==> src/rtl/tpu_pkg.sv <==
// tpu_pkg -- shared definitions for the TPU job sequencer.
//   seq_state_t : sequencer state encoding
//   calc_l      : serial operand load length L = N*N*D_W (cycles)
//   max_int     : helper for sizing the shared down-counter
package tpu_pkg;

   typedef enum logic [2:0] {
      S_IDLE    = 3'd0,
      S_LOAD    = 3'd1,
      S_GAP     = 3'd2,
      S_XFER    = 3'd3,
      S_COMPUTE = 3'd4,
      S_DONE    = 3'd5
   } seq_state_t;

   function automatic int calc_l(input int n, input int d_w);
      return n * n * d_w;
   endfunction

   function automatic int max_int(input int a, input int b);
      return (a > b) ? a : b;
   endfunction

endpackage

==> src/rtl/seq_cnt.sv <==
// seq_cnt -- loadable down-counter shared by the LOAD and COMPUTE phases.
// Ports:
//   clk, rst  : clock, asynchronous active-high reset (count -> 0)
//   load      : load load_val this cycle (has priority over dec)
//   load_val  : value to load
//   dec       : decrement by one; holds at zero (no wrap-around)
//   zero      : count is zero
module seq_cnt #(
   parameter int CW = 6
) (
   input  logic          clk,
   input  logic          rst,
   input  logic          load,
   input  logic [CW-1:0] load_val,
   input  logic          dec,
   output logic          zero
);

   logic [CW-1:0] cnt;

   always_ff @(posedge clk or posedge rst) begin
      if (rst)
         cnt <= '0;
      else if (load)
         cnt <= load_val;
      else if (dec && (cnt != '0))
         cnt <= cnt - CW'(1);
   end

   assign zero = (cnt == '0);

endmodule

==> src/rtl/tpu_sequencer.sv <==
// tpu_sequencer -- control FSM for one load / transfer / compute job of an
// N x N systolic array with D_W-bit operands.
// Sequence: IDLE -> LOAD (L cycles) -> GAP -> XFER -> COMPUTE (COMP_LAT
// cycles, skipped when COMP_LAT=0) -> DONE -> IDLE.
// Ports:
//   clk, rst : clock, asynchronous active-high reset
//   abort    : (only with SEQ_ABORT_EN defined) return to IDLE from any
//              busy state, no done pulse
//   start    : job request, sampled only in IDLE
//   ready    : high in IDLE
//   load_en  : operand loader enable, high for L cycles per job
//   bit_req  : host serial-bit request, identical to load_en
//   acc_clr  : one-cycle accumulator clear (GAP)
//   init     : one-cycle operand transfer pulse (XFER)
//   busy     : high outside IDLE
//   done     : one-cycle result-valid pulse
// Optional feature macro: SEQ_ABORT_EN.
module tpu_sequencer
   import tpu_pkg::*;
#(
   parameter int D_W      = 8,
   parameter int N        = 2,
   parameter int COMP_LAT = 3*N-1
) (
   input  logic clk,
   input  logic rst,
`ifdef SEQ_ABORT_EN
   input  logic abort,
`endif
   input  logic start,
   output logic ready,
   output logic load_en,
   output logic bit_req,
   output logic init,
   output logic acc_clr,
   output logic busy,
   output logic done
);

   localparam int L  = calc_l(N, D_W);
   localparam int CW = $clog2(max_int(L, COMP_LAT) + 1);
   // Counter holds (remaining cycles - 1) so the zero flag marks the last
   // cycle of a phase and the transition lands exactly after it.
   localparam logic [CW-1:0] LOAD_LD = CW'(L - 1);
   localparam logic [CW-1:0] COMP_LD = (COMP_LAT > 0) ? CW'(COMP_LAT - 1) : '0;
   localparam bit            HAS_COMP = (COMP_LAT > 0);

   seq_state_t    state, nxt;
   logic          cnt_load, cnt_dec, cnt_zero;
   logic [CW-1:0] cnt_val;
   logic          abort_i;

`ifdef SEQ_ABORT_EN
   assign abort_i = abort;
`else
   assign abort_i = 1'b0;
`endif

   seq_cnt #(.CW(CW)) u_cnt (
      .clk      (clk),
      .rst      (rst),
      .load     (cnt_load),
      .load_val (cnt_val),
      .dec      (cnt_dec),
      .zero     (cnt_zero)
   );

   always_comb begin
      nxt      = state;
      cnt_load = 1'b0;
      cnt_val  = LOAD_LD;
      cnt_dec  = 1'b0;
      case (state)
         S_IDLE: begin
            if (start) begin
               nxt      = S_LOAD;
               cnt_load = 1'b1;
               cnt_val  = LOAD_LD;
            end
         end
         S_LOAD: begin
            if (cnt_zero) nxt = S_GAP;
            else          cnt_dec = 1'b1;
         end
         S_GAP:  nxt = S_XFER;
         S_XFER: begin
            if (HAS_COMP) begin
               nxt      = S_COMPUTE;
               cnt_load = 1'b1;
               cnt_val  = COMP_LD;
            end else begin
               nxt = S_DONE;
            end
         end
         S_COMPUTE: begin
            if (cnt_zero) nxt = S_DONE;
            else          cnt_dec = 1'b1;
         end
         S_DONE:  nxt = S_IDLE;
         default: nxt = S_IDLE;
      endcase
      if (abort_i && (state != S_IDLE)) begin
         nxt      = S_IDLE;
         cnt_load = 1'b0;
         cnt_dec  = 1'b0;
      end
   end

   // Outputs decoded from the next state so they align with the state register.
   always_ff @(posedge clk or posedge rst) begin
      if (rst) begin
         state   <= S_IDLE;
         ready   <= 1'b1;
         busy    <= 1'b0;
         load_en <= 1'b0;
         acc_clr <= 1'b0;
         init    <= 1'b0;
         done    <= 1'b0;
      end else begin
         state   <= nxt;
         ready   <= (nxt == S_IDLE);
         busy    <= (nxt != S_IDLE);
         load_en <= (nxt == S_LOAD);
         acc_clr <= (nxt == S_GAP);
         init    <= (nxt == S_XFER);
         done    <= (nxt == S_DONE);
      end
   end

   assign bit_req = load_en;

endmodule
==> config.mk <==
export PLATFORM = sky130hd
export DESIGN_NAME = tpu_sequencer
export DESIGN_NICKNAME = d
export VERILOG_FILES = /design/src/rtl/tpu_pkg.sv /design/src/rtl/seq_cnt.sv /design/src/rtl/tpu_sequencer.sv
export SDC_FILE = /design/constraint.sdc
export NUM_CORES = 1
export LEC_CHECK = 0
export ABC_AREA = 1
export BUFFER_PORTS_ARGS = -buffer_cell sky130_fd_sc_hd__buf_2
export CORE_UTILIZATION = 35
export CTS_CLUSTER_SIZE = 40
export DETAILED_ROUTE_END_ITERATION = 12
export GPL_TIMING_DRIVEN = 1
export PLACE_DENSITY = 0.54
export SKIP_LAST_GASP = 1
export SLEW_MARGIN = 5
export SYNTH_ARGS = -nofsm -noshare
export SYNTH_HDL_FRONTEND = slang
export SYNTH_SLANG_ARGS = --single-unit
==> constraint.sdc <==
create_clock -name clk -period 2.6 [get_ports clk]
set_clock_uncertainty 0.05 [all_clocks]
set_input_delay 0.39 -clock clk [delete_from_list [all_inputs] [get_ports clk]]
set_output_delay 0.39 -clock clk [all_outputs]
set_load 0.01 [all_outputs]
==> flow_summary.html, run 1 <==
<table>
<tr><th>Metric</th><th>Value</th></tr>
<tr><th colspan="2">Outcome</th></tr>
<tr><td>Outcome</td><td>finished, final reports clean</td></tr>
<tr><th colspan="2">Drt</th></tr>
<tr><td>Router iterations before antenna repair</td><td>4</td></tr>
<tr><td>Detailed Route WL</td><td>between 1000 and 1500 um</td></tr>
<tr><td>Number of vias in the routed layout</td><td>roughly 600</td></tr>
<tr><td>Detailed-route DRC error count</td><td>0</td></tr>
<tr><td>Number of DRC markers in iteration 0</td><td>3</td></tr>
<tr><td>Wire length on met2</td><td>between 500 and 600 um</td></tr>
<tr><td>Met3 routed WL</td><td>between 40 and 50 um</td></tr>
<tr><td>Post-route antenna net violation count</td><td>0</td></tr>
<tr><td>Uppermost signal routing layer after detailed routing</td><td>met4</td></tr>
<tr><td>Total routed wire length on the met1 layer</td><td>slightly above 700 um</td></tr>
<tr><td>Vias per inst</td><td>around 4.4</td></tr>
<tr><td>Post-detailed-route wirelength per cell</td><td>roughly 10 um</td></tr>
<tr><th colspan="2">Global routing</th></tr>
<tr><td>Total routing usage reported by global routing</td><td>13.44%</td></tr>
<tr><td>Maximum number of pins on one net before global-route repair</td><td>16</td></tr>
<tr><td>Via count of the first global-routing pass</td><td>just under 600</td></tr>
<tr><td>Sum of overflow across all layers after global routing</td><td>0</td></tr>
<tr><td>Antenna violations before repair</td><td>0</td></tr>
<tr><td>Wire length of the first global-routing pass</td><td>~2500 um</td></tr>
<tr><th colspan="2">Critical path</th></tr>
<tr><td>Critical Path End Type</td><td>flop</td></tr>
<tr><td>Class of the most critical setup path</td><td>flop to flop</td></tr>
<tr><td>Buffers and inverters on the worst path</td><td>1</td></tr>
<tr><td>Kind of start point of the critical path</td><td>flop</td></tr>
<tr><td>Max FO, Critical Path</td><td>5</td></tr>
<tr><td>Required time worst endpoint</td><td>about 2.7 ns</td></tr>
<tr><td>Gate family responsible for the most delay along the worst path</td><td>flip-flops</td></tr>
<tr><td>Biggest cell delay along the critical path</td><td>just under 0.4 ns</td></tr>
<tr><td>Minimum setup slack among reg-to-reg paths</td><td>between 1 and 1.5 ns</td></tr>
<tr><td>Data arrival time of the worst path</td><td>around 1.6 ns</td></tr>
<tr><td>Cell Chain, Critical Path</td><td>inv_1, ha_1, nand2_2, nor2_2, nor2_1, a21oi_1, nand2_1</td></tr>
<tr><td>Crit path max-delay cell type</td><td>sky130_fd_sc_hd__dfrtp_1</td></tr>
<tr><th colspan="2">Synthesis</th></tr>
<tr><td>Share of synthesized area occupied by flip-flops and latches</td><td>about 45%</td></tr>
<tr><td>Mux cell area share after synthesis</td><td>0%</td></tr>
<tr><td>Post-synthesis compound-gate area fraction</td><td>approximately 2.4%</td></tr>
<tr><td>Dominant combinational cell family by area after synthesis</td><td>simple AND/OR/NAND/NOR gates</td></tr>
<tr><td>Mean post-synth cell area</td><td>~9 um^2</td></tr>
<tr><td>Number of warnings reported in the yosys synthesis log</td><td>0</td></tr>
<tr><td>Mapped Cells</td><td>96</td></tr>
<tr><td>Xor/xnor share of the synthesized area</td><td>under 10%</td></tr>
<tr><td>Synthesized net count</td><td>100</td></tr>
<tr><td>Netlist area before placement</td><td>~840 um^2</td></tr>
<tr><td>Adder-Cell Fraction of Synth Area</td><td>approximately 1.5%</td></tr>
<tr><td>Post-synthesis share of cell area spent on and, or, nand and nor gates</td><td>around two fifths</td></tr>
<tr><td>Count of cell types in the netlist</td><td>23</td></tr>
<tr><td>Yosys reg bits</td><td>15</td></tr>
<tr><th colspan="2">Pwr</th></tr>
<tr><td>Worst voltage drop across the vdd grid</td><td>about 0.42 mV</td></tr>
<tr><td>Reported leakage power</td><td>between 0.5 and 0.6 nW</td></tr>
<tr><td>Cell-internal power</td><td>0.0006032 W</td></tr>
<tr><td>Combinational share of power</td><td>between 50% and 60%</td></tr>
<tr><td>Pwr Density</td><td>1173 nW/um^2</td></tr>
<tr><td>Sequential Power Share</td><td>a little over a third</td></tr>
<tr><td>Clk network pwr share</td><td>between 10% and 20%</td></tr>
<tr><td>Switching power share of the total</td><td>a little under half</td></tr>
<tr><td>Power spent charging and discharging nets</td><td>approximately 0.0005 W</td></tr>
<tr><th colspan="2">Flow run</th></tr>
<tr><td>Max Cap Violations</td><td>0</td></tr>
<tr><th colspan="2">Die</th></tr>
<tr><td>Placeable core area</td><td>around 2200 um^2</td></tr>
<tr><td>Overall die area</td><td>roughly 2600 um^2</td></tr>
<tr><td># rows</td><td>17</td></tr>
<tr><td>Die height</td><td>51.05 um</td></tr>
<tr><td>Horizontal die dimension</td><td>51.05 um</td></tr>
<tr><td>Top-level I/O count</td><td>10</td></tr>
<tr><td>Starting density of the core</td><td>a little under two fifths</td></tr>
<tr><th colspan="2">Finish</th></tr>
<tr><td>Share of layout cells above drive strength 1</td><td>35.19%</td></tr>
<tr><td>Area occupied by multi-input gates</td><td>between 300 and 400 um^2</td></tr>
<tr><td>Number of inserted filler cells in the final layout</td><td>approximately 240</td></tr>
<tr><td>Synth-to-Final Area Change</td><td>11.89%</td></tr>
<tr><td>Number of nets in the layout</td><td>113</td></tr>
<tr><td>Diode count</td><td>0</td></tr>
<tr><td>Post-route cell area</td><td>about 940 um^2</td></tr>
<tr><td>Storage element area</td><td>376.6 um^2</td></tr>
<tr><th colspan="2">STA</th></tr>
<tr><td>Share of the clock period used by the worst path</td><td>between 50 and 60%</td></tr>
<tr><td>Setup TNS Final</td><td>0 ns</td></tr>
<tr><td>Shortest clock period the worst path allows after layout</td><td>between 1 and 1.5 ns</td></tr>
<tr><td>RSZ-0062 raised after global routing</td><td>false</td></tr>
<tr><td>Final-report setup violation count</td><td>0</td></tr>
<tr><td>Final Max Tran Viols</td><td>0</td></tr>
<tr><td>Worst slew slack as a fraction of its limit</td><td>between 60 and 70%</td></tr>
<tr><td>Final hold violation count</td><td>0</td></tr>
<tr><td>Peak clock frequency supported by timing</td><td>approximately 700 MHz</td></tr>
<tr><td>Tightest Pin Transition</td><td>approximately 0.58 ns</td></tr>
<tr><td>Final-layout worst hold slack</td><td>between 0.09 and 0.1 ns</td></tr>
<tr><th colspan="2">Clock tree</th></tr>
<tr><td>Clock tree from TritonCTS</td><td>yes</td></tr>
<tr><td>Clk pin slew, worst setup/hold paths</td><td>0.09 ns</td></tr>
<tr><td>Worst-skew pair later-pin latency</td><td>approximately 0.28 ns</td></tr>
<tr><td>TritonCTS Sinks</td><td>15</td></tr>
<tr><td>H-tree depth</td><td>1</td></tr>
<tr><td>CTS buffer count</td><td>3</td></tr>
<tr><td>Post-CTS Resized</td><td>0</td></tr>
<tr><td>Clock root cell</td><td>sky130_fd_sc_hd__clkbuf_4</td></tr>
<tr><td>Setup Buffers After CTS</td><td>0</td></tr>
<tr><td>Maximum clock path buffer count</td><td>2</td></tr>
<tr><td>Hold-fix buffers, CTS</td><td>0</td></tr>
<tr><th colspan="2">Placement</th></tr>
<tr><td>Number of buffers inserted by port buffering</td><td>9</td></tr>
<tr><td>Placer congestion estimate</td><td>approximately 0.82</td></tr>
<tr><td>Sum of net half-perimeters after detailed placement</td><td>1113 um</td></tr>
<tr><td>Instance area at placement</td><td>between 900 and 1000 um^2</td></tr>
<tr><th colspan="2">Hold path</th></tr>
<tr><td>Classification of the worst-slack hold path</td><td>input pin to async pin</td></tr>
</table>
path summary, 6_finish.rpt:
kind                                          start                        to  cells after the start
min in group clk                              start        state[0]$_DFF_PP0_                      3
max                        u_cnt.cnt[0]$_DFFE_PP0P_  u_cnt.cnt[0]$_DFFE_PP0P_                      7
min                                             rst            init$_DFF_PP0_                      2
min reg2reg                u_cnt.cnt[0]$_DFFE_PP0P_  u_cnt.cnt[0]$_DFFE_PP0P_                      2
max in group asynchronous                       rst  u_cnt.cnt[5]$_DFFE_PP0P_                      2
max reg2reg                u_cnt.cnt[0]$_DFFE_PP0P_  u_cnt.cnt[0]$_DFFE_PP0P_                      7
sequential cells by signal, summed over array words and instances (netlist names):
register	flops
u_cnt.cnt	6
state	3
acc_clr	1
bit_req	1
busy	1
done	1
init	1
ready	1
per-layer routing:
metal / up-vias / track usage (%)
li1: 321 / -
met1: 263 / 17.94
met2: 8 / 18.20
met3: 4 / 2.976
met4: 0 / 11.11
met5: - / 0
cell usage after synthesis:
| cell | n | area share (%) |
|---|---|---|
| sky130_fd_sc_hd__nand3_2 | 4 | 4.8 |
| sky130_fd_sc_hd__nand3_4 | 1 | 2.1 |
| sky130_fd_sc_hd__a21oi_1 | 1 | 0.59 |
| sky130_fd_sc_hd__nand2_2 | 5 | 3.7 |
| sky130_fd_sc_hd__nor2_4 | 1 | 1.3 |
| sky130_fd_sc_hd__inv_1 | 10 | 4.5 |
| sky130_fd_sc_hd__nand4_1 | 2 | 1.5 |
| sky130_fd_sc_hd__nor3_2 | 1 | 1.2 |
| sky130_fd_sc_hd__inv_2 | 4 | 1.8 |
| sky130_fd_sc_hd__inv_4 | 1 | 0.74 |
| sky130_fd_sc_hd__nor2_2 | 3 | 2.2 |
| sky130_fd_sc_hd__nor2_1 | 10 | 4.5 |
| sky130_fd_sc_hd__nand2_4 | 3 | 4.0 |
| sky130_fd_sc_hd__nand2_1 | 22 | 9.8 |
| sky130_fd_sc_hd__o211ai_1 | 1 | 0.89 |
| sky130_fd_sc_hd__buf_4 | 1 | 0.89 |
| sky130_fd_sc_hd__dfstp_2 | 1 | 3.1 |
| sky130_fd_sc_hd__nor2_8 | 1 | 2.4 |
| sky130_fd_sc_hd__nand3_1 | 5 | 3.0 |
| sky130_fd_sc_hd__xnor2_1 | 3 | 3.1 |
| sky130_fd_sc_hd__ha_1 | 1 | 1.5 |
| sky130_fd_sc_hd__dfrtp_1 | 14 | 42 |
| sky130_fd_sc_hd__o21bai_1 | 1 | 0.89 |
power by group through the flow:
| stage | clock (W) | sequential (W) | combinational [W] |
|---|---|---|---|
| 3_5_place_dp | 0 | 0.000400 | 0.000586 |
| 4_1_cts | 0.000139 | 0.000396 | 0.000587 |
| 2_1_floorplan | 0 | 0.000399 | 0.000479 |
| 5_1_grt | 0.000148 | 0.000408 | 0.000666 |
| 3_3_place_gp | 0 | 0.000398 | 0.000582 |
| 6_report | 0.000133 | 0.000395 | 0.000577 |
per-stage QoR:
| step | setup slack, ns | util [%] | total power (W) | std cells |
|---|---|---|---|---|
| global route | 0.9903 | 42.18 | 0.001222 | 136 |
| CTS | 1.148 | 42.18 | 0.001123 | 136 |
| detailed placement | 1.160 | 40.95 | 0.0009854 | 132 |
| floorplan | 1.270 | - | 0.0008778 | 96 |
| global placement | 1.179 | 40.95 | 0.0009797 | 132 |
| finish | 1.158 | 42.18 | 0.001105 | 136 |
kinds of logic after synthesis:
kind of cell,count (synthesis)
flip-flops,15
AO/OA/AOI/OAI,3
AND/OR/NAND/NOR,58
buffers and inverters,16
XOR/XNOR,3
adder cells (fa/ha/maj),1
worst register-to-register path, cell delays in order (launching register included):
cell and delay (ns):
sky130_fd_sc_hd__dfrtp_1 0.39, sky130_fd_sc_hd__inv_1 0.13, sky130_fd_sc_hd__ha_1 0.25, sky130_fd_sc_hd__nand2_2 0.09, sky130_fd_sc_hd__nor2_2 0.12, sky130_fd_sc_hd__nor2_1 0.10, sky130_fd_sc_hd__a21oi_1 0.14, sky130_fd_sc_hd__nand2_1 0.07
layout by cell type (no fill, tap or decap), types with 2 or more instances in the layout:
| cell type | instances |
|---|---|
| sky130_fd_sc_hd__nand2_2 | 5 |
| sky130_fd_sc_hd__nand4_1 | 2 |
| sky130_fd_sc_hd__nand3_1 | 5 |
| sky130_fd_sc_hd__nand2_1 | 22 |
| sky130_fd_sc_hd__nand2_4 | 3 |
| sky130_fd_sc_hd__xnor2_1 | 3 |
| sky130_fd_sc_hd__inv_1 | 10 |
| sky130_fd_sc_hd__buf_2 | 9 |
| sky130_fd_sc_hd__clkbuf_4 | 3 |
| sky130_fd_sc_hd__nor2_2 | 3 |
| sky130_fd_sc_hd__nand3_2 | 4 |
| sky130_fd_sc_hd__inv_2 | 4 |
| sky130_fd_sc_hd__dfrtp_1 | 14 |
| sky130_fd_sc_hd__nor2_1 | 10 |
layout make-up:
cell class,instances,area share (%)
Clock buffer,3,2.390
Clock inverter,1,0.5312
Inverter,15,6.242
Multi-Input combinational cell,65,42.36
Sequential cell,15,39.97
Tap cell,28,3.718
Timing Repair Buffer,9,4.781
(Power assumes the default switching activity.)
==> run 2: changes to the inputs <==
--- a/config.mk
+++ b/config.mk
@@ -11,7 +11,7 @@
 export CTS_CLUSTER_SIZE = 40
 export DETAILED_ROUTE_END_ITERATION = 12
 export GPL_TIMING_DRIVEN = 1
-export PLACE_DENSITY = 0.54
+export PLACE_DENSITY = 0.55
 export SKIP_LAST_GASP = 1
 export SLEW_MARGIN = 5
 export SYNTH_ARGS = -nofsm -noshare
==> constraint.sdc (replaced) <==
create_clock -name clk -period 1.2 [get_ports clk]
set_clock_uncertainty 0.05 [all_clocks]
set_input_delay 0.18 -clock clk [delete_from_list [all_inputs] [get_ports clk]]
set_output_delay 0.18 -clock clk [all_outputs]
set_load 0.01 [all_outputs]
==> flow_summary.html, run 2 (synthesis results as in run 1) <==
<table>
<tr><th>Metric</th><th>Value</th></tr>
<tr><th colspan="2">Outcome</th></tr>
<tr><td>Outcome</td><td>finished, violations left</td></tr>
<tr><td>Violations in the final reports</td><td>negative setup slack</td></tr>
<tr><th colspan="2">Drt</th></tr>
<tr><td>Detailed-route DRC error count</td><td>0 (unchanged)</td></tr>
<tr><td>Router iterations before antenna repair</td><td>3 (-1)</td></tr>
<tr><td>Number of vias in the routed layout</td><td>676 (+13%)</td></tr>
<tr><td>Post-route antenna net violation count</td><td>0 (unchanged)</td></tr>
<tr><td>Detailed Route WL</td><td>1711 um (+26%)</td></tr>
<tr><td>Vias per inst</td><td>4.418 (+0.82%)</td></tr>
<tr><td>Number of DRC markers in iteration 0</td><td>9 (+6)</td></tr>
<tr><td>Post-detailed-route wirelength per cell</td><td>11.18 um (+12%)</td></tr>
<tr><th colspan="2">Placement</th></tr>
<tr><td>Number of buffers inserted by port buffering</td><td>9 (unchanged)</td></tr>
<tr><td>Cell total after placement</td><td>146 (+11%)</td></tr>
<tr><td>Sum of net half-perimeters after detailed placement</td><td>1165 um (+4.7%)</td></tr>
<tr><td>Placer congestion estimate</td><td>0.8025 (-2.0%)</td></tr>
<tr><th colspan="2">STA</th></tr>
<tr><td>Peak clock frequency supported by timing</td><td>779.8 MHz (+12%)</td></tr>
<tr><td>Crit path setup slack, layout</td><td>-0.08233 ns (-1.241 ns)</td></tr>
<tr><td>Share of the clock period used by the worst path</td><td>106.9% (+51 points)</td></tr>
<tr><td>Final Max Tran Viols</td><td>0 (unchanged)</td></tr>
<tr><td>RSZ-0062 raised after global routing</td><td>true</td></tr>
<tr><td>Worst slew slack as a fraction of its limit</td><td>79.92% (+19 points)</td></tr>
<tr><td>Final hold violation count</td><td>0 (unchanged)</td></tr>
<tr><td>Final-report setup violation count</td><td>8 (+8)</td></tr>
<tr><td>Shortest clock period the worst path allows after layout</td><td>1.282 ns (-0.1592 ns)</td></tr>
<tr><td>Tightest Pin Transition</td><td>0.2999 ns (-0.2815 ns)</td></tr>
<tr><th colspan="2">Global routing</th></tr>
<tr><td>Antenna violations before repair</td><td>0 (unchanged)</td></tr>
<tr><td>Global routing usage on met3</td><td>2.976% (unchanged)</td></tr>
<tr><td>Sum of overflow across all layers after global routing</td><td>0 (unchanged)</td></tr>
<tr><td>Met1 global-route usage</td><td>20.52% (+2.6 points)</td></tr>
<tr><td>Top Usage Layer GRT</td><td>met1</td></tr>
<tr><td>Total routing usage reported by global routing</td><td>14.71% (+1.3 points)</td></tr>
<tr><td>Maximum number of pins on one net before global-route repair</td><td>16 (unchanged)</td></tr>
<tr><td>Wire length of the first global-routing pass</td><td>2732 um (+9.4%)</td></tr>
<tr><td>Via count of the first global-routing pass</td><td>629 (+7.3%)</td></tr>
<tr><td>Met2 Resource Use GR</td><td>20.39% (+2.2 points)</td></tr>
<tr><th colspan="2">Critical path</th></tr>
<tr><td>Crit path max-delay cell type</td><td>sky130_fd_sc_hd__dfrtp_2</td></tr>
<tr><td>Max FO, Critical Path</td><td>5 (unchanged)</td></tr>
<tr><td>Cell Chain, Critical Path</td><td>inv_2, nand2_4, nor2_4, nor2_8, buf_4, nand4_1, nand2_1</td></tr>
<tr><td>Kind of start point of the critical path</td><td>flop</td></tr>
<tr><td>Critical Path End Type</td><td>flop</td></tr>
<tr><td>Buffers and inverters on the worst path</td><td>2 (+1)</td></tr>
<tr><td>Class of the most critical setup path</td><td>flop to flop</td></tr>
<tr><td>Required time worst endpoint</td><td>1.33 ns (-1.40 ns)</td></tr>
<tr><td>Biggest cell delay along the critical path</td><td>0.47 ns (+0.08 ns)</td></tr>
<tr><td>Gate family responsible for the most delay along the worst path</td><td>flip-flops</td></tr>
<tr><td>Data arrival time of the worst path</td><td>1.41 ns (-0.16 ns)</td></tr>
<tr><th colspan="2">Die</th></tr>
<tr><td>Starting density of the core</td><td>37.70% (unchanged)</td></tr>
<tr><td>Placeable core area</td><td>2233 um^2 (unchanged)</td></tr>
<tr><td>Die height</td><td>51.05 um (unchanged)</td></tr>
<tr><td># rows</td><td>17 (unchanged)</td></tr>
<tr><td>Overall die area</td><td>2606 um^2 (unchanged)</td></tr>
<tr><td>Top-level I/O count</td><td>10 (unchanged)</td></tr>
<tr><td>Horizontal die dimension</td><td>51.05 um (unchanged)</td></tr>
<tr><th colspan="2">Clock tree</th></tr>
<tr><td>H-tree depth</td><td>1 (unchanged)</td></tr>
<tr><td>Clock tree from TritonCTS</td><td>yes</td></tr>
<tr><td>Maximum clock path buffer count</td><td>2 (unchanged)</td></tr>
<tr><td>CTS buffer count</td><td>3 (unchanged)</td></tr>
<tr><td>Clk pin slew, worst setup/hold paths</td><td>0.09 ns (about the same)</td></tr>
<tr><td>TritonCTS Sinks</td><td>15 (unchanged)</td></tr>
<tr><td>Worst-skew pair later-pin latency</td><td>0.28 ns (about the same)</td></tr>
<tr><td>Clock root cell</td><td>sky130_fd_sc_hd__clkbuf_4</td></tr>
<tr><th colspan="2">Pwr</th></tr>
<tr><td>Reported leakage power</td><td>0.6021 nW (+19%)</td></tr>
<tr><td>Power spent charging and discharging nets</td><td>0.001349 W (+170%)</td></tr>
<tr><td>Overall Power</td><td>0.003045 W (+180%)</td></tr>
<tr><td>Cell-internal power</td><td>0.001696 W (+180%)</td></tr>
<tr><td>Worst voltage drop across the vdd grid</td><td>1.127 mV (+170%)</td></tr>
<tr><td>Sequential Power Share</td><td>28.0% (-7.8 points)</td></tr>
<tr><td>Clk network pwr share</td><td>9.5% (-2.5 points)</td></tr>
<tr><td>Combinational share of power</td><td>62.5% (+10 points)</td></tr>
<tr><td>Pwr Density</td><td>2592 nW/um^2 (+120%)</td></tr>
<tr><td>Switching power share of the total</td><td>44.29% (-1.1 points)</td></tr>
<tr><th colspan="2">Finish</th></tr>
<tr><td>Area occupied by multi-input gates</td><td>483.0 um^2 (+21%)</td></tr>
<tr><td>Number of nets in the layout</td><td>130 (+15%)</td></tr>
<tr><td>Storage element area</td><td>379.1 um^2 (+0.66%)</td></tr>
<tr><td>Leading cell types in the layout, fill and taps excluded</td><td>sky130_fd_sc_hd__nand2_1, sky130_fd_sc_hd__dfrtp_1, sky130_fd_sc_hd__buf_4</td></tr>
<tr><td>Synth-to-Final Area Change</td><td>39.52%</td></tr>
<tr><td>Commonest non-fill, non-tap cell in the layout</td><td>sky130_fd_sc_hd__nand2_1</td></tr>
<tr><td>Top flop regs</td><td>u_cnt.cnt x6, state x3</td></tr>
<tr><td>Number of inserted filler cells in the final layout</td><td>224 (-5.9%)</td></tr>
<tr><td>Count of non-filler cells in the finished layout</td><td>153 (+13%)</td></tr>
<tr><td>Diode count</td><td>0 (unchanged)</td></tr>
<tr><td>Share of layout cells above drive strength 1</td><td>52.80% (+18 points)</td></tr>
<tr><td>Flip-flop count of the largest register, all copies and words added</td><td>6 (unchanged)</td></tr>
<tr><td>Largest reg by FF count</td><td>u_cnt.cnt</td></tr>
<tr><th colspan="2">Hold path</th></tr>
<tr><td>Classification of the worst-slack hold path</td><td>input pin to flop</td></tr>
<tr><th colspan="2">Flow run</th></tr>
<tr><td>Max Cap Violations</td><td>0 (unchanged)</td></tr>
</table>
-- run 2: cell types whose count changed in the layout (fill, tap and decap cells not counted), sizes merged --
cell         delta
buf            +16
clkbuf          +1
clkinv          -1
dlygate4sd3     +1
-- run 2: repair_timing --
item | 4_1_cts | 5_1_grt
hold buffers | 1 | 0
gates cloned | 0 | 0
setup buffers | 0 | 2
gates resized for setup | 6 | 17
pin swaps | 1 | 7
endpoints found under the hold margin | 14 | 0
endpoints found under the setup margin | 8 | 10
-- run 2: layout make-up --
cell class / count / area share (%)
well taps: 28 / 2.982
clock buffers: 4 / 2.236
flip-flops and latches: 15 / 32.27
multi-input cells: 65 / 41.11
inverters: 15 / 5.218
repair buffers: 26 / 16.19
-- run 2: final timing paths --
| path | from | endpoint | slack, ns | depth (start not counted) |
|---|---|---|---|---|
| worst max register to register | state[0]$_DFF_PP0_ | u_cnt.cnt[5]$_DFFE_PP0P_ | -0.08 | 7 |
| worst max-delay path | state[0]$_DFF_PP0_ | u_cnt.cnt[5]$_DFFE_PP0P_ | -0.08 | 7 |
| min in group asynchronous | rst | done$_DFF_PP0_ | 0.38 | 4 |
| worst min-delay path | start | ready$_DFF_PP1_ | 0.24 | 4 |
| max in group asynchronous | rst | ready$_DFF_PP1_ | 0.47 | 4 |
| worst min register to register | u_cnt.cnt[0]$_DFFE_PP0P_ | u_cnt.cnt[0]$_DFFE_PP0P_ | 0.46 | 2 |
-- run 2: through the flow --
stage / instance area [um^2] / utilization [%] / TNS [ns] / hold WS (ns) / setup slack (ns)
after global routing: 1175 / 52.61 / -1.030 / 0.2455 / -0.1425
after floorplan: 862.1 / - / -0.003137 / 0.03076 / -0.003137
after global placement: 1040 / 46.55 / -0.4572 / 0.1396 / -0.1121
after CTS: 1095 / 49.02 / -0.1952 / 0.2305 / -0.03176
after detailed placement: 1040 / 46.55 / -0.3218 / 0.1454 / -0.08350
final: 1175 / 52.61 / -0.3072 / 0.2391 / -0.08233
-- run 2: power groups by stage --
stage | clock, W | combinational (W) | sequential [W]
4_1_cts | 0.000299 | 0.00167 | 0.000826
3_3_place_gp | 0 | 0.00161 | 0.000818
5_1_grt | 0.000338 | 0.00212 | 0.000871
2_1_floorplan | 0 | 0.00110 | 0.000871
3_5_place_dp | 0 | 0.00161 | 0.000813
6_report | 0.000289 | 0.00190 | 0.000854
-- run 2: metal layers --
layer | wire [um] | share of wire (%)
met2 | 796 | 47
met3 | 31 | 1.8
met4 | 17 | 0.99
met1 | 865 | 51
met5 | 0 | 0
-- run 2: worst min-delay path: cells and delay by family --
kind                   cells  cell delay, ns
and+or+nand+nor            2            0.16
buffers and inverters      1            0.10
AOI/OAI and AO/OA          1            0.13
==> run 3: changes to the inputs <==
--- a/config.mk
+++ b/config.mk
@@ -7,11 +7,11 @@
 export LEC_CHECK = 0
 export ABC_AREA = 1
 export BUFFER_PORTS_ARGS = -buffer_cell sky130_fd_sc_hd__buf_2
-export CORE_UTILIZATION = 35
+export CORE_UTILIZATION = 49
 export CTS_CLUSTER_SIZE = 40
 export DETAILED_ROUTE_END_ITERATION = 12
 export GPL_TIMING_DRIVEN = 1
-export PLACE_DENSITY = 0.55
+export PLACE_DENSITY = 0.73
 export SKIP_LAST_GASP = 1
 export SLEW_MARGIN = 5
 export SYNTH_ARGS = -nofsm -noshare
==> flow_summary.html, run 3 (synthesis results as in run 1) <==
<table>
<tr><th>Metric</th><th>Value</th></tr>
<tr><th colspan="2">Critical path</th></tr>
<tr><td>Critical Path End Type</td><td>flop</td></tr>
<tr><td>Critical register-to-register path endpoint</td><td>busy$_DFF_PP0_</td></tr>
<tr><td>Class of the most critical setup path</td><td>flop to flop</td></tr>
<tr><td>R2r worst-path depth</td><td>7 (unchanged)</td></tr>
<tr><td>Kind of start point of the critical path</td><td>flop</td></tr>
<tr><td>FF-to-FF Start</td><td>u_cnt.cnt[1]$_DFFE_PP0P_</td></tr>
<tr><td>Max FO, Critical Path</td><td>4 (-1)</td></tr>
<tr><td>Minimum setup slack among reg-to-reg paths</td><td>-0.07 ns (about the same)</td></tr>
<tr><td>Data arrival time of the worst path</td><td>1.41 ns (about the same)</td></tr>
<tr><td>Required time worst endpoint</td><td>1.34 ns (about the same)</td></tr>
<tr><th colspan="2">Drt</th></tr>
<tr><td>Router iterations before antenna repair</td><td>4 (+1)</td></tr>
<tr><td>Number of DRC markers in iteration 0</td><td>13 (+4)</td></tr>
<tr><td>Total routed wire length on the met1 layer</td><td>737 um (-15%)</td></tr>
<tr><td>Post-route antenna net violation count</td><td>0 (unchanged)</td></tr>
<tr><td>Detailed Route WL</td><td>1801 um (+5.3%)</td></tr>
<tr><td>Vias per inst</td><td>4.917 (+11%)</td></tr>
<tr><td>Detailed-route DRC error count</td><td>0 (unchanged)</td></tr>
<tr><td>Wire length on met2</td><td>968 um (+22%)</td></tr>
<tr><td>Met3 routed WL</td><td>65 um (+110%)</td></tr>
<tr><td>Number of vias in the routed layout</td><td>708 (+4.7%)</td></tr>
<tr><td>Post-detailed-route wirelength per cell</td><td>12.51 um (+12%)</td></tr>
<tr><td>Uppermost signal routing layer after detailed routing</td><td>met4</td></tr>
<tr><th colspan="2">Clock tree</th></tr>
<tr><td>Clock root cell</td><td>sky130_fd_sc_hd__clkbuf_4</td></tr>
<tr><td>Clock tree from TritonCTS</td><td>yes</td></tr>
<tr><td>H-tree depth</td><td>1 (unchanged)</td></tr>
<tr><td>Clk pin slew, worst setup/hold paths</td><td>0.09 ns (about the same)</td></tr>
<tr><td>TritonCTS Sinks</td><td>15 (unchanged)</td></tr>
<tr><td>Maximum clock path buffer count</td><td>2 (unchanged)</td></tr>
<tr><td>CTS buffer count</td><td>3 (unchanged)</td></tr>
<tr><td>Worst-skew pair later-pin latency</td><td>0.29 ns (about the same)</td></tr>
<tr><th colspan="2">Hold path</th></tr>
<tr><td>Count of cells along the worst hold path</td><td>3 (-1)</td></tr>
<tr><td>Classification of the worst-slack hold path</td><td>input pin to flop</td></tr>
<tr><td>Min-Delay Endpoint</td><td>state[0]$_DFF_PP0_</td></tr>
<tr><td>Worst hold path startpoint</td><td>start</td></tr>
<tr><th colspan="2">Global routing</th></tr>
<tr><td>Maximum number of pins on one net before global-route repair</td><td>11 (-5)</td></tr>
<tr><td>Total routing usage reported by global routing</td><td>22.20% (+7.5 points)</td></tr>
<tr><td>Antenna violations before repair</td><td>0 (unchanged)</td></tr>
<tr><td>Via count of the first global-routing pass</td><td>702 (+12%)</td></tr>
<tr><td>Wire length of the first global-routing pass</td><td>2884 um (+5.6%)</td></tr>
<tr><td>Sum of overflow across all layers after global routing</td><td>0 (unchanged)</td></tr>
<tr><th colspan="2">STA</th></tr>
<tr><td>Final hold violation count</td><td>0 (unchanged)</td></tr>
<tr><td>RSZ-0062 raised after global routing</td><td>true</td></tr>
<tr><td>Worst slew slack as a fraction of its limit</td><td>78.54% (-1.4 points)</td></tr>
<tr><td>Share of the clock period used by the worst path</td><td>106.0% (-0.82 points)</td></tr>
<tr><td>Tightest Pin Transition</td><td>0.3205 ns (+0.02059 ns)</td></tr>
<tr><td>Peak clock frequency supported by timing</td><td>785.9 MHz (+0.77%)</td></tr>
<tr><td>Final-report setup violation count</td><td>8 (unchanged)</td></tr>
<tr><td>Shortest clock period the worst path allows after layout</td><td>1.272 ns (-0.009845 ns)</td></tr>
<tr><td>Crit path setup slack, layout</td><td>-0.07249 ns (+0.009845 ns)</td></tr>
<tr><td>Final Max Tran Viols</td><td>0 (unchanged)</td></tr>
<tr><td>Final-layout worst hold slack</td><td>0.2499 ns (+0.01081 ns)</td></tr>
<tr><th colspan="2">Placement</th></tr>
<tr><td>Number of buffers inserted by port buffering</td><td>9 (unchanged)</td></tr>
<tr><td>Placer congestion estimate</td><td>0.8034 (+0.11%)</td></tr>
<tr><td>Sum of net half-perimeters after detailed placement</td><td>1285 um (+10%)</td></tr>
<tr><td>Cell total after placement</td><td>134 (-8.2%)</td></tr>
<tr><th colspan="2">Finish</th></tr>
<tr><td>Count of non-filler cells in the finished layout</td><td>144 (-5.9%)</td></tr>
<tr><td>Largest reg by FF count</td><td>u_cnt.cnt</td></tr>
<tr><td>Share of layout cells above drive strength 1</td><td>51.56% (-1.2 points)</td></tr>
<tr><td>Leading cell types in the layout, fill and taps excluded</td><td>sky130_fd_sc_hd__nand2_1, sky130_fd_sc_hd__buf_4, sky130_fd_sc_hd__dfrtp_1</td></tr>
<tr><td>Number of nets in the layout</td><td>133 (+2.3%)</td></tr>
<tr><td>Diode count</td><td>0 (unchanged)</td></tr>
<tr><td>Final cell utilization of the core</td><td>75.20% (+23 points)</td></tr>
<tr><td>Commonest non-fill, non-tap cell in the layout</td><td>sky130_fd_sc_hd__nand2_1</td></tr>
<tr><td>Flip-flop count of the largest register, all copies and words added</td><td>6 (unchanged)</td></tr>
<tr><td>Synth-to-Final Area Change</td><td>39.23%</td></tr>
<tr><td>Top flop regs</td><td>u_cnt.cnt x6, state x3</td></tr>
<tr><th colspan="2">Pwr</th></tr>
<tr><td>Pwr Density</td><td>2548 nW/um^2 (-1.7%)</td></tr>
<tr><td>Worst voltage drop across the vdd grid</td><td>1.700 mV (+51%)</td></tr>
<tr><td>Power spent charging and discharging nets</td><td>0.001350 W (about the same)</td></tr>
<tr><td>Clk network pwr share</td><td>9.9% (+0.4 points)</td></tr>
<tr><td>Reported leakage power</td><td>0.6107 nW (+1.4%)</td></tr>
<tr><td>Combinational share of power</td><td>61.2% (-1.3 points)</td></tr>
<tr><td>Sequential Power Share</td><td>28.9% (+0.9 points)</td></tr>
<tr><td>Cell-internal power</td><td>0.001638 W (-3.4%)</td></tr>
<tr><td>Switching power share of the total</td><td>45.17% (+0.88 points)</td></tr>
<tr><th colspan="2">Die</th></tr>
<tr><td># rows</td><td>14 (-3)</td></tr>
<tr><td>Starting density of the core</td><td>54.01% (+16 points)</td></tr>
<tr><td>Top-level I/O count</td><td>10 (unchanged)</td></tr>
<tr><td>Die height</td><td>43.46 um (-15%)</td></tr>
<tr><td>Overall die area</td><td>1888 um^2 (-28%)</td></tr>
<tr><td>Horizontal die dimension</td><td>43.46 um (-15%)</td></tr>
<tr><td>Placeable core area</td><td>1559 um^2 (-30%)</td></tr>
<tr><th colspan="2">Outcome</th></tr>
<tr><td>Outcome</td><td>finished, violations left</td></tr>
<tr><td>Violations in the final reports</td><td>negative setup slack</td></tr>
<tr><th colspan="2">Flow run</th></tr>
<tr><td>Max Cap Violations</td><td>0 (unchanged)</td></tr>
</table>
## run 3: cell count changes in the layout (fill, tap and decap cells not counted), sizes merged
| cell | previous run | this run |
|---|---|---|
| buf | 25 | 28 |
| clkbuf | 4 | 3 |
| clkinvlp | 0 | 1 |
## run 3: what timing repair did
item / in CTS / in global routing
setup endpoints to repair: 10 / 11
setup buffers: 4 / 1
gates cloned: 0 / 0
hold buffers: 1 / 0
pin swaps: 3 / 1
endpoints found under the hold margin: 15 / 0
gates resized for setup: 9 / 9
## run 3: cell type report
class                   count  area (um^2)
inverters                  15        66.31
flip-flops and latches     15        379.1
multi-input cells          65        475.5
well taps                  16        20.02
clock buffers               3        22.52
fillers                   111        386.6
repair buffers             29        201.4
clock inverters             1        7.507
## run 3: critical path: stages (launching register included)
cell	delay [ns]
sky130_fd_sc_hd__dfrtp_1	0.41
sky130_fd_sc_hd__inv_2	0.08
sky130_fd_sc_hd__ha_4	0.17
sky130_fd_sc_hd__nand3_4	0.11
sky130_fd_sc_hd__nand2_2	0.10
sky130_fd_sc_hd__nand3_4	0.09
sky130_fd_sc_hd__nor2_1	0.10
sky130_fd_sc_hd__nand2_1	0.06
## run 3: worst max-delay path by stage
stage	start	end	slack, ns	depth (start not counted)
after floorplan	u_cnt.cnt[0]$_DFFE_PP0P_	u_cnt.cnt[0]$_DFFE_PP0P_	-0.003	7
after global routing	u_cnt.cnt[0]$_DFFE_PP0P_	bit_req$_DFF_PP0_	-0.12	8
after detailed placement	u_cnt.cnt[5]$_DFFE_PP0P_	u_cnt.cnt[0]$_DFFE_PP0P_	-0.11	6
after CTS	u_cnt.cnt[0]$_DFFE_PP0P_	busy$_DFF_PP0_	-0.06	7
final	u_cnt.cnt[1]$_DFFE_PP0P_	busy$_DFF_PP0_	-0.07	7
after global placement	u_cnt.cnt[5]$_DFFE_PP0P_	u_cnt.cnt[0]$_DFFE_PP0P_	-0.11	6
## run 3: per-layer routing
metal	vias to the layer above	global-route usage, %
li1	362	-
met1	327	23.51
met3	5	8.750
met5	-	0
met2	14	36.67
met4	0	14.37
## run 3: power by group through the flow
stage | clock network, W | registers, W | logic [W]
after detailed placement | 0 | 0.000834 | 0.00161
final | 0.000295 | 0.000863 | 0.00183
after floorplan | 0 | 0.000871 | 0.00110
after global placement | 0 | 0.000826 | 0.00156
after global routing | 0.000325 | 0.000875 | 0.00202
after CTS | 0.000306 | 0.000846 | 0.00175
## run 3: stage by stage
step | total power, W | setup WS, ns | TNS, ns | instance area [um^2]
finish | 0.002988 | -0.07249 | -0.2924 | 1172
global route | 0.003217 | -0.1233 | -0.9796 | 1172
CTS | 0.002902 | -0.05618 | -0.2509 | 1130
detailed placement | 0.002440 | -0.1126 | -0.5177 | 1025
global placement | 0.002387 | -0.1051 | -0.3814 | 1025
floorplan | 0.001975 | -0.003137 | -0.003137 | 862.1
